[config.mk]
export PLATFORM = sky130hd
export DESIGN_NAME = mmio_io_responder_flat
export DESIGN_NICKNAME = d
export VERILOG_FILES = /design/src/rtl/mmio_io_responder_if.sv /design/src/rtl/mmio_io_responder.sv /design/src/flat_wrapper.sv
export SDC_FILE = /design/constraint.sdc
export NUM_CORES = 1
export LEC_CHECK = 0
export ABC_AREA = 1
export BUFFER_PORTS_ARGS = -buffer_cell sky130_fd_sc_hd__buf_2
export CAP_MARGIN = 20
export CORE_UTILIZATION = 35
export DETAILED_ROUTE_END_ITERATION = 7
export PLACE_DENSITY = 0.61
export SYNTH_ARGS = -nofsm -noshare
export SYNTH_HDL_FRONTEND = slang
export SYNTH_SLANG_ARGS = --single-unit
[constraint.sdc]
create_clock -name CLK -period 2.6 [get_ports CLK]
set_clock_uncertainty 0.1 [all_clocks]
set_input_delay 0.52 -clock CLK [delete_from_list [all_inputs] [get_ports CLK]]
set_output_delay 0.52 -clock CLK [all_outputs]
set_load 0.005 [all_outputs]
[src/rtl/mmio_io_responder_if.sv]
// CPU data-bus slice seen by the 0xFFxx device-window responder.
interface mmio_io_responder_if #(
  parameter int unsigned DBITS = 16
);
  logic [15:0]      ADDR;
  logic [DBITS-1:0] DIN;
  logic             WE;
  logic [DBITS-1:0] DOUT;
  logic             SEL;

  modport master (output ADDR, DIN, WE, input DOUT, SEL);
  modport slave  (input ADDR, DIN, WE, output DOUT, SEL);
endinterface

[src/rtl/mmio_io_responder.sv]
// Memory-mapped I/O responder: debounced keys/switches with sticky flags,
// HEX/LED output registers and a prescaled interval timer.
module mmio_io_responder #(
  parameter int unsigned DBITS    = 16,
  parameter int unsigned DEBOUNCE = 500000,
  parameter int unsigned PRESCALE = 50000
) (
  input  logic                CLK,
  input  logic                RESET_N,
  mmio_io_responder_if.slave  bus,
  input  logic [3:0]          KEY,
  input  logic [9:0]          SW,
  output logic [15:0]         HEX,
  output logic [9:0]          LEDR,
  output logic [7:0]          LEDG
);
  localparam int unsigned NIN  = 13;  // SW[9:0] at 0..9, KEY[3:1] at 10..12
  localparam int unsigned DB_W = (DEBOUNCE > 1) ? $clog2(DEBOUNCE) : 1;
  localparam int unsigned PS_W = (PRESCALE > 1) ? $clog2(PRESCALE) : 1;
  localparam logic [NIN-1:0] IN_RST = {3'b111, 10'b0};

  localparam logic [15:0] A_KDATA = 16'hFFF0;
  localparam logic [15:0] A_SDATA = 16'hFFF2;
  localparam logic [15:0] A_KCTRL = 16'hFFF4;
  localparam logic [15:0] A_SCTRL = 16'hFFF6;
  localparam logic [15:0] A_HEXR  = 16'hFFF8;
  localparam logic [15:0] A_LEDRR = 16'hFFFA;
  localparam logic [15:0] A_LEDGR = 16'hFFFC;
  localparam logic [15:0] A_TCNT  = 16'hFFE0;
  localparam logic [15:0] A_TLIM  = 16'hFFE2;
  localparam logic [15:0] A_TCTL  = 16'hFFE4;

  logic [NIN-1:0]  raw, sync1, sync2, deb, upd;
  logic [DB_W-1:0] deb_cnt [NIN];
  logic [2:0]      press, kflag;
  logic            kovr, schg, sw_chg;
  logic [15:0]     hex_q, tcnt, tlim, rdata;
  logic [9:0]      ledr_q;
  logic [7:0]      ledg_q;
  logic [PS_W-1:0] pre;
  logic            t_en, t_rdy, t_ovr, run, tick, hit;
  logic            wr_kctrl, wr_sctrl, wr_hex, wr_ledr, wr_ledg, wr_tcnt, wr_tlim, wr_tctl;
  logic            unused_key0;

  // KEY0 is the clock key and is handled elsewhere on the board.
  assign unused_key0 = KEY[0];
  assign raw = {KEY[3:1], SW};

  // A bit updates after DEBOUNCE consecutive cycles of disagreeing with its debounced value.
  always_comb begin
    upd = '0;
    for (int i = 0; i < NIN; i++) begin
      upd[i] = (sync2[i] != deb[i]) && (deb_cnt[i] == DB_W'(DEBOUNCE - 1));
    end
  end

  assign press  = upd[12:10] & ~sync2[12:10];
  assign sw_chg = |upd[9:0];

  always_ff @(posedge CLK or negedge RESET_N) begin
    if (!RESET_N) begin
      sync1 <= IN_RST;
      sync2 <= IN_RST;
      deb   <= IN_RST;
      for (int i = 0; i < NIN; i++) deb_cnt[i] <= '0;
    end else begin
      sync1 <= raw;
      sync2 <= sync1;
      deb   <= deb ^ upd;
      for (int i = 0; i < NIN; i++) begin
        if (sync2[i] == deb[i] || upd[i]) deb_cnt[i] <= '0;
        else                              deb_cnt[i] <= deb_cnt[i] + DB_W'(1);
      end
    end
  end

  assign wr_kctrl = bus.WE && (bus.ADDR == A_KCTRL);
  assign wr_sctrl = bus.WE && (bus.ADDR == A_SCTRL);
  assign wr_hex   = bus.WE && (bus.ADDR == A_HEXR);
  assign wr_ledr  = bus.WE && (bus.ADDR == A_LEDRR);
  assign wr_ledg  = bus.WE && (bus.ADDR == A_LEDGR);
  assign wr_tcnt  = bus.WE && (bus.ADDR == A_TCNT);
  assign wr_tlim  = bus.WE && (bus.ADDR == A_TLIM);
  assign wr_tctl  = bus.WE && (bus.ADDR == A_TCTL);

  // A disabling TCTL write or a TCNT write on a tick cycle swallows that tick.
  assign run  = t_en && !(wr_tctl && !bus.DIN[0]);
  assign tick = run && !wr_tcnt && (pre == PS_W'(PRESCALE - 1));
  assign hit  = tick && (tcnt == tlim) && (tlim != 16'h0);

  always_ff @(posedge CLK or negedge RESET_N) begin
    if (!RESET_N) begin
      hex_q  <= '0;
      ledr_q <= '0;
      ledg_q <= '0;
      tcnt   <= '0;
      tlim   <= '0;
      pre    <= '0;
      t_en   <= 1'b0;
      t_rdy  <= 1'b0;
      t_ovr  <= 1'b0;
      kflag  <= '0;
      kovr   <= 1'b0;
      schg   <= 1'b0;
    end else begin
      if (wr_hex)  hex_q  <= bus.DIN[15:0];
      if (wr_ledr) ledr_q <= bus.DIN[9:0];
      if (wr_ledg) ledg_q <= bus.DIN[7:0];
      if (wr_tlim) tlim   <= bus.DIN[15:0];
      if (wr_tctl) t_en   <= bus.DIN[0];
      if (wr_tcnt) begin
        tcnt <= bus.DIN[15:0];
        pre  <= '0;
      end else if (run) begin
        pre <= (pre == PS_W'(PRESCALE - 1)) ? '0 : pre + PS_W'(1);
        if (tick) tcnt <= hit ? 16'h0 : tcnt + 16'd1;
      end
      // Hardware sets win over write-1-clears landing in the same cycle.
      t_rdy <= (t_rdy & ~(wr_tctl & bus.DIN[1])) | hit;
      t_ovr <= (t_ovr & ~(wr_tctl & bus.DIN[2])) | (hit & t_rdy);
      kflag <= (kflag & ~({3{wr_kctrl}} & bus.DIN[3:1])) | press;
      kovr  <= (kovr & ~(wr_kctrl & bus.DIN[4])) | (|(press & kflag));
      schg  <= (schg & ~(wr_sctrl & bus.DIN[0])) | sw_chg;
    end
  end

  assign HEX  = hex_q;
  assign LEDR = ledr_q;
  assign LEDG = ledg_q;

  always_comb begin
    bus.SEL = 1'b1;
    rdata   = 16'h0;
    case (bus.ADDR)
      A_KDATA: rdata = {12'h0, deb[12:10], 1'b1};
      A_SDATA: rdata = {6'h0, deb[9:0]};
      A_KCTRL: rdata = {11'h0, kovr, kflag, 1'b0};
      A_SCTRL: rdata = {15'h0, schg};
      A_HEXR:  rdata = hex_q;
      A_LEDRR: rdata = {6'h0, ledr_q};
      A_LEDGR: rdata = {8'h0, ledg_q};
      A_TCNT:  rdata = tcnt;
      A_TLIM:  rdata = tlim;
      A_TCTL:  rdata = {13'h0, t_ovr, t_rdy, t_en};
      default: begin
        bus.SEL = 1'b0;
        rdata   = 16'hDEAD;
      end
    endcase
    bus.DOUT = DBITS'(rdata);
  end
endmodule

[src/flat_wrapper.sv]
// flat-port wrapper written by rule: the top's interface ports become plain ports
module mmio_io_responder_flat 
#(
  parameter int unsigned DBITS    = 16,
  parameter int unsigned DEBOUNCE = 500000,
  parameter int unsigned PRESCALE = 50000
)
  (CLK, RESET_N, KEY, SW, HEX, LEDR, LEDG, bus_ADDR, bus_DIN, bus_WE, bus_DOUT, bus_SEL);
  mmio_io_responder_if #(.DBITS(DBITS)) bus_i ();
  input  logic CLK;
  input  logic RESET_N;
  input  logic [3:0] KEY;
  input  logic [9:0] SW;
  output logic [15:0] HEX;
  output logic [9:0] LEDR;
  output logic [7:0] LEDG;
  input wire logic [$bits(bus_i.ADDR)-1:0] bus_ADDR;
  input wire logic [$bits(bus_i.DIN)-1:0] bus_DIN;
  input wire logic [$bits(bus_i.WE)-1:0] bus_WE;
  output wire logic [$bits(bus_i.DOUT)-1:0] bus_DOUT;
  output wire logic [$bits(bus_i.SEL)-1:0] bus_SEL;
  assign bus_i.ADDR = bus_ADDR;
  assign bus_i.DIN = bus_DIN;
  assign bus_i.WE = bus_WE;
  assign bus_DOUT = bus_i.DOUT;
  assign bus_SEL = bus_i.SEL;
  mmio_io_responder #(.DBITS(DBITS), .DEBOUNCE(DEBOUNCE), .PRESCALE(PRESCALE)) u_core (.CLK(CLK), .RESET_N(RESET_N), .bus(bus_i), .KEY(KEY), .SW(SW), .HEX(HEX), .LEDR(LEDR), .LEDG(LEDG));
endmodule
# --- Yosys cells after proc, flatten, opt, wreduce, memory -nomap -nowiden ---
# Index checks and enable logic that the tools add are counted.
word_totals:
  reg_bits: 376
  latch_bits: 0
  mem_bits_rw: 0
  mem_bits_ro: 0
  input_bits: 49
  output_inout_bits: 51
  elab_cells: 191
  memories: 0
classes:
  addsub: 15
  mul: 0
  div_mod_pow: 0
  order_cmp: 0
  eq_ne: 51
  shift: 0
  n_mux: 22
  bitwise_logic: 25
  n_reduce_logical: 50
ops:
  columns: ["op", "n"]
  rows:
  - ["$add A19 B1 Y19 const B", 13]
  - ["$eq A19 B19 Y1 const B", 13]
  - ["$mux W19", 13]
  - ["$eq A16 B16 Y1 const B", 11]
  - ["$pmux W16 S10", 1]
  - ["$mux W16", 7]
  - ["$add A16 B1 Y16 const B", 2]
  - ["$logic_and A1 B1 Y1", 27]
  - ["$reduce_or A10 Y1", 2]
  - ["$eq A16 B16 Y1", 1]
  - ["$reduce_bool A16 Y1", 1]
  - ["$eq A1 B1 Y1", 13]
  - ["$logic_or A1 B1 Y1", 13]
  - ["$ne A1 B1 Y1", 13]
  - ["$xor A13 B13 Y13", 1]
  - ["$and A3 B3 Y3", 4]
  - ["$and A1 B1 Y1", 9]
  - ["$not A3 Y3", 2]
  - ["$not A1 Y1", 4]
  - ["$or A1 B1 Y1", 4]
  - ["$reduce_bool A2 Y1", 2]
  - ["$logic_not A1 Y1", 3]
  - ["$or A3 B3 Y3", 1]
  - ["$reduce_or A3 Y1", 1]
  - ["other kinds (2)", 2]

# --- Longest topological paths before layout ---
# Gate-level depths: netlist of run 1.
logic_depth:
  ltp_word: 13
  ltp_mapped: 14
  depth_no_buf: 13

# --- Worst setup path after synthesis of run 1 ---
# Ideal clock, no wire load.
synth_timing:
  path_type: "input port to output port"
  from: "in bus_ADDR[14]"
  to: "out bus_DOUT[0]"
  arrival_time_ps: 1677
  required_time_ps: 1980
  setup_slack_ps: 303
  stages: 13
  path_buffers: 2
  cell_sequence: "nand2_1 nor2_1 nand2_2 nor2_4 inv_2 nor2_4 buf_6 nand2_4 nor2_8 inv_2 nand3_2 buf_6 nand2_1"
synth_between:
  elab_chain_len: 2
  elab_cells_between_ends: 11
  cone_classes: "10 x eq/ne; 1 x mux"
synth_rtl:
  columns: ["element", "line_no", "text"]
  rows:
  - ["from (decl)", "flat_wrapper.sv:17", "input wire logic [$bits(bus_i.ADDR)-1:0] bus_ADDR;"]
  - ["$eq A16 B16 Y1", "mmio_io_responder.sv:134", "case (bus.ADDR)"]
  - ["$pmux W16 S10 *", "mmio_io_responder.sv:134", null]
  - ["to (decl)", "flat_wrapper.sv:20", "output wire logic [$bits(bus_i.DOUT)-1:0] bus_DOUT;"]
# Mark *: on every way between the ends. The rest lies on a longest branch, timed or not.

# --- Worst setup path in the final report of run 1 ---
layout_timing:
  from: "in bus_ADDR[7]"
  to: "out bus_DOUT[11]"
# Same word-level chain as after synthesis.

==> results of run 1 <==
## cell families after synthesis
family / synth area share, %
AO/OA/AOI/OAI: 8.26
XOR/XNOR: 2.63
adder cells (fa/ha/maj): 0.938
buffers and inverters: 8.39
flip-flops: 47.1
multiplexers: 0.507
AND/OR/NAND/NOR: 32.2
## through the flow
step	setup TNS, ns	setup WS, ns
floorplan	0	0.303
global placement	-0.189	-0.0517
detailed placement	-0.330	-0.0568
CTS	-0.156	-0.0490
global route	-1.24	-0.110
finish	-0.0237	-0.00816
## cell usage after synthesis (all sizes together)
cell / instances
clkinv: 1
nand2: 639
nand3: 164
dfstp: 9
a21oi: 120
o21ai: 148
or2: 10
nand3b: 4
o21a: 2
nor2: 400
xor2: 54
o211ai: 2
xnor2: 6
a221oi: 1
clkbuf: 16
o221ai: 1
nand4: 102
and3: 4
inv: 377
ha: 15
nor4: 17
o22ai: 8
a211oi: 11
o21bai: 4
buf: 26
mux2: 9
dfrtp: 367
a31oi: 9
nor3b: 8
o31ai: 1
nor3: 133
## registers in the layout (all words and copies together) (netlist names), named ones only
| register | flops |
|---|---|
| u_core.deb_cnt | 247 |
| u_core.HEX | 16 |
| u_core.pre | 16 |
| u_core.tcnt | 16 |
| u_core.tlim | 16 |
| u_core.sync1 | 13 |
| u_core.sync2 | 13 |
| u_core.LEDR | 10 |
| u_core.LEDG | 8 |
| u_core.kflag | 3 |
| u_core.kovr | 1 |
| u_core.schg | 1 |
| u_core.t_en | 1 |
| u_core.t_ovr | 1 |
| u_core.t_rdy | 1 |
## final timing paths
path | from | end | slack (ns) | cells after the start
worst max-delay path | bus_ADDR[7] | bus_DOUT[11] | -0.008 | 16
worst min-delay path | bus_DIN[12] | u_core.HEX[12]$_DFFE_PN0P_ | 0.14 | 3
worst max register to register | u_core.pre[0]$_DFFE_PN0P_ | u_core.tcnt[12]$_DFFE_PN0P_ | 0.47 | 12
worst min register to register | u_core.sync1[3]$_DFF_PN0_ | u_core.sync2[3]$_DFF_PN0_ | 0.25 | 0
max in group asynchronous | RESET_N | u_core.deb_cnt[133]$_DFF_PN0_ | 1.25 | 3
min in group asynchronous | RESET_N | u_core.LEDR[4]$_DFFE_PN0P_ | 0.43 | 2
## power groups by stage
stage / Sequential (mW) / Clock [mW] / Combinational [mW]
floorplan: 6.08 / 0 / 0.190
global placement: 6.09 / 0 / 0.470
detailed placement: 6.09 / 0 / 0.474
CTS: 5.99 / 6.82 / 0.494
global route: 6.00 / 7.07 / 0.572
finish: 5.99 / 6.63 / 0.497
## what timing repair did
item	CTS	global route
hold buffers	14	0
hold endpoints to repair	59	0
cloned	0	2
endpoints found under the setup margin	12	17
setup buffers	0	2
gates resized for setup	10	83
pin swaps	0	17
## per-layer routing
layer  part of all wire, %  up-vias
met4                   2.9        8
met2                    44      338
met5                  0.10        -
met1                    46     8140
met3                   6.1       87
li1                      -     9048
## cell type report
type	instances	area share (%)
Antenna cell	1	0.0104
Clock buffer	62	5.41
Clock inverter	21	1.11
Inverter	378	5.95
Multi-Input combinational cell	1872	37.8
Sequential cell	376	39.2
Tap cell	756	3.94
Timing Repair Buffer	193	6.55
## worst reg2reg max path, cell delays in order, from the launching register on
cell and delay, ns:
dfrtp_1 0.43, ha_1 0.20, nand3_1 0.12, inv_1 0.14
nand2_1 0.06, nor2_1 0.13, buf_4 0.15, nand3_2 0.19
buf_4 0.23, nand3_1 0.07, nand2_1 0.05, inv_1 0.04
o21ai_0 0.08
==> results.md, run 1 <==
- Status: complete, but fails checks
- Failing checks: negative setup slack
- Count of pins over their slew limit: 0
- Post-Syn Nets: 2732
- Vias/cell: 4.82
- Final hold slack: approximately 0.14 ns
- Cell internal pwr: roughly 10 mW
- Num CTS Buffers: 45
- Clock Tree Buf Depth: 3
- Grt met3 use: 4.24%
- CP max-delay cell: clkbuf_16
- Dpl hpwl: 38100 um
- Post-synth top area share: 45.9%
- Switching Fraction: between 20 and 25%
- Arrival time at the worst endpoint: approximately 2.0 ns
- Largest net degree at the start of global routing: 60
- Multi-input gate area: 9090 sq um
- Crit-path max FO: 4
- Max-Cap Viols: 0
- Clock sink total: 376
- Share of cells above drive strength 1: 12.7%
- Row count: 87
- Synth Cell Area: between 20000 and 25000 sq um
- Critical Path Most Common Cell: inv_2
- Crit. End Element: output pin
- RSZ-0062 raised after global routing: true
- Final Hold Fails: 0
- Slew @ Worst Pin: 0.580 ns
- Largest delay share family, worst path: buffers and inverters
- GRT overflow: 0
- Util after Layout: 42.6%
- GPL Wtd Cong: between 0.8 and 0.9
- Die width: approximately 240 um
- Final net count: 2930
- Clock power frac: 50.6%
- CP Launch Type: input pin
- Delay of the slowest cell on the worst path: 0.18 ns
- Kind of critical path: input pin to output pin
- CP Data Required Time: 1.98 ns
- Area contributors post-synth: dfrtp_1 46%, nand2_1 12%, nor2_1 7.2%, inv_1 6.9%, nand3_1 4.0%
- Drt wl/cell: 14.1 um
- Synth-to-Final Area Change: 20.1%
- Vias in the first global route: between 15000 and 20000
- Antenna-violating nets left: 0
- Placed Cells: 3557
- Min Tclk post-route: 2.61 ns
- Vias: 17600
- Yosys Warn Count: 0
- First-pass GRT wire length: 83800 um
- PnR worst setup slack: -0.00816 ns
- DR pass1 iterations: 5
- WP buf/inv: 8
- NetSw: 2.94 mW
- Flip-flop and latch area: 9420 sq um
- CTS tree: yes
- Clk_lat worst skew: 0.57 ns
- Placed inst area: ~22000 sq um
- Core Area: 56400 sq um
- H-tree levels: 2
- Final std cells w/o fill: 3659
- Most crowded layer after global routing: met2
- Seq pwr share: 45.7%
- Dominant cell type by area after synthesis: dfrtp_1
- Met1 usage: 24.2%
- Iter 0 DRT Violations: around 1200
- HP Class: input pin to flop
- # IOs: 100
- Starting density of the core: 35.5%
- Static leakage: 11.1 nW
- IO Port Bufs: between 90 and 100
- Worst relative slew slack: 61.3%
- Clock slew at reported path FFs: 0.06 ns
- Register area share after synthesis: 47.1%
- Post-Syn Instances: about 2700
- FILL cells: 5789
- Post-synthesis cell type count: between 40 and 50
- Final setup viols: 5
- Avg Inst Size Synth: around 7.5 sq um
- DRT Wirelength: 51500 um
- Overall Power: between 10 and 15 mW
- Routing usage on met2: 27.8%
- Final period util: 100%
- CP cell instances: buf_2, nand2_2, inv_2, nand3_2, buf_6, nor2_4, inv_2, nor2_4, buf_4, nand2_4, nor2_8, inv_2, nand3_4, clkbuf_16, nand2_4, buf_6
- DR DRC count: 0
- Maximum vdd ir drop: 0.000542 V
- Combinational group share of total power: between 3 and 4%
- Most frequent cells in the layout: 613 x nand2_1, 375 x nor2_1, 367 x dfrtp_1
- Die Y: around 240 um
- Commonest non-fill, non-tap cell in the layout: nand2_1
- Finished Cell Area: 24000 sq um
- Root Buffer: clkbuf_16
- Fmax: about 380 MHz
- Synth Register Bits: 376
- Initial antenna violation count: 6
- Pwr dens: 546 nW/um^2
- Global Route Usage Sum: 17.8%
- Die area: 58100 sq um
(Power assumes the default switching activity.)
==> run 2: changes to the inputs <==
clock period = 3.4 ns   (was 2.6 ns; I/O delays follow)
==> results.md, run 2 (synthesis gave the netlist of run 1 again) <==
- # Post-CTS Setup Buffers: 0 (unchanged)
- First-pass GRT wire length: 83700 um (about the same)
- RSZ-0062 raised after global routing: false
- Slew @ Worst Pin: 0.799 ns (+0.218 ns)
- Reg2reg start: u_core.pre[0]$_DFFE_PN0P_
- CP max-delay cell: nand3_1
- Clock slew at reported path FFs: 0.06 ns (about the same)
- Placed Cells: 3503 (-1.5%)
- Combinational group share of total power: 3.3% (-0.5 points)
- Vias: 17200 (-2.3%)
- GPL Wtd Cong: 0.902 (+1.7%)
- Final setup TNS: 0 ns (+0.0237 ns)
- # IOs: 100 (unchanged)
- Vias/cell: 4.80 (-0.29%)
- Final period util: a little over nine tenths
- Max-Cap Viols: 0 (unchanged)
- Seq pwr share: 46.0% (+0.3 points)
- Final hold slack: 0.0930 ns (-0.0480 ns)
- Most frequent cells in the layout: 632 x nand2_1, 386 x nor2_1, 369 x inv_1
- Starting density of the core: 35.5% (unchanged)
- Switching Fraction: 22.6% (+0.20 points)
- IO Port Bufs: 98 (unchanged)
- CP Launch Type: input pin
- Delay of the slowest cell on the worst path: 0.25 ns (+0.07 ns)
- Row count: 87 (unchanged)
- Min Tclk post-route: 3.27 ns
- Global Route Usage Sum: 17.8% (about the same)
- Largest delay share family, worst path: simple AND/OR/NAND/NOR gates
- Drt wl/cell: 14.1 um (+0.22%)
- Share of cells above drive strength 1: 9.40% (-3.3 points)
- NetSw: 2.25 mW (-23%)
- Beginning of the critical path: bus_ADDR[7]
- Min-Delay Endpoint: u_core.sync1[6]$_DFF_PN0_
- Antenna-violating nets left: 0 (unchanged)
- CP cell instances: buf_2, nand2_1, inv_1, nand3_1, nor2_4, inv_2, nor2_4, nand2_4, nor2_8, inv_2, nand3_4, nand2_1, buf_2
- WP buf/inv: 5 (-3)
- H-tree levels: 2 (unchanged)
- Die area: 58100 sq um (unchanged)
- R2R Setup Slk: 1.07 ns (+0.60 ns)
- Commonest non-fill, non-tap cell in the layout: nand2_1
- Min-delay src: SW[6]
- CP Depth: 13 (-3)
- Pwr dens: 433 nW/um^2 (-21%)
- Final net count: 2858 (-2.5%)
- Cell internal pwr: 7.70 mW (-24%)
- Core Area: 56400 sq um (unchanged)
- Count of pins over their slew limit: 0 (unchanged)
- Vias in the first global route: 16600 (+0.83%)
- Worst relative slew slack: 46.6% (-15 points)
- Largest net degree at the start of global routing: 63 (+5.0%)
- Crit-path max FO: 12 (+8)
- GRT overflow: 0 (unchanged)
- CP Data Required Time: 2.62 ns (+0.64 ns)
- Most flops, register: u_core.deb_cnt
- Cells on Worst Hold Path: 1 (-2)
- Clock power frac: 50.6% (about the same)
- Num CTS Buffers: 44 (-2.2%)
- DRT Wirelength: 50600 um (-1.8%)
- HP Class: input pin to flop
- Maximum vdd ir drop: 0.000324 V (-40%)
- Initial antenna violation count: 3 (-3)
- CTS tree: yes
- Root Buffer: clkbuf_16
- Max reg flops: 247 (unchanged)
- Final std cells w/o fill: 3586 (-2.0%)
- Clk_lat worst skew: 0.59 ns (+0.02 ns)
- Die width: 241 um (unchanged)
- Static leakage: 10.6 nW (-4.9%)
- Arrival time at the worst endpoint: 2.49 ns (+0.50 ns)
- Fmax: 306 MHz
- Status: completed
- Die Y: 241 um (unchanged)
- Kind of critical path: input pin to output pin
- Worst R2R End: u_core.pre[4]$_DFFE_PN0P_
- Util after Layout: 40.8% (-1.8 points)
- Clock sink total: 376 (unchanged)
- Reg2Reg Depth: 8 (-4)
- Clock Tree Buf Depth: 3 (unchanged)
- Synth-to-Final Area Change: 14.9%
- Final Hold Fails: 0 (unchanged)
- DR DRC count: 0 (unchanged)
- Final setup viols: 0 (-5)
- DR pass1 iterations: 5 (unchanged)
- Crit. End Element: output pin
- Dpl hpwl: 37800 um (-0.80%)
- Iter 0 DRT Violations: 1168 (-3.2%)
run 2: cell count changes in the layout (fill, tap and decap cells not counted), moves of 7 or more:
cell	previous run	this run
buf_4	62	19
buf_6	25	0
buf_2	77	97
nand2_1	613	632
dlygate4sd3_1	14	1
nand2_4	13	2
nor2_1	375	386
nand2_2	13	5
nor2_2	16	8
buf_12	11	4
run 2: what timing repair did:
item,CTS,global route
hold buffers,1,0
setup endpoints to repair,0,2
gates resized for setup,0,1
endpoints found under the hold margin,53,0
run 2: power by group through the flow:
stage / Sequential, mW / Clock (mW) / Combinational [mW]
2_1_floorplan: 4.65 / 0 / 0.145
6_report: 4.58 / 5.04 / 0.330
4_1_cts: 4.58 / 5.18 / 0.343
3_3_place_gp: 4.66 / 0 / 0.338
5_1_grt: 4.58 / 5.34 / 0.389
3_5_place_dp: 4.66 / 0 / 0.341
run 2: cell type report:
| type | count | area, sq um |
|---|---|---|
| fill | 5904 | 33400 |
| sequential | 376 | 9420 |
| multi-input combinational | 1872 | 8920 |
| inverter | 378 | 1420 |
| clock buffer | 59 | 1230 |
| tap | 756 | 946 |
| timing repair buffer | 122 | 733 |
| clock inverter | 22 | 327 |
| antenna | 1 | 2.50 |
run 2: stage by stage:
step                      total power [mW]  setup WS, ns  area, sq um
after floorplan                       4.79         0.783        20000
after global placement                5.00         0.112        21400
after detailed placement              5.00        0.0943        21400
after CTS                             10.1        0.0898        23000
after global routing                  10.3       0.00534        23000
final                                 9.95         0.132        23000
run 2: per-layer routing:
layer	part of all wire [%]	vias to the layer above	track usage, %
met3	5.1	82	3.79
li1	-	8869	-
met2	44	276	27.7
met4	2.9	6	6.14
met1	48	7987	24.5
met5	0.079	-	0
run 2: how the worst max path moves through the flow:
stage,endpoint,slack [ns]
after floorplan,bus_DOUT[0],0.78
after global placement,bus_DOUT[3],0.11
after detailed placement,bus_DOUT[3],0.09
after CTS,bus_DOUT[3],0.09
after global routing,bus_DOUT[2],0.005
final,bus_DOUT[3],0.13
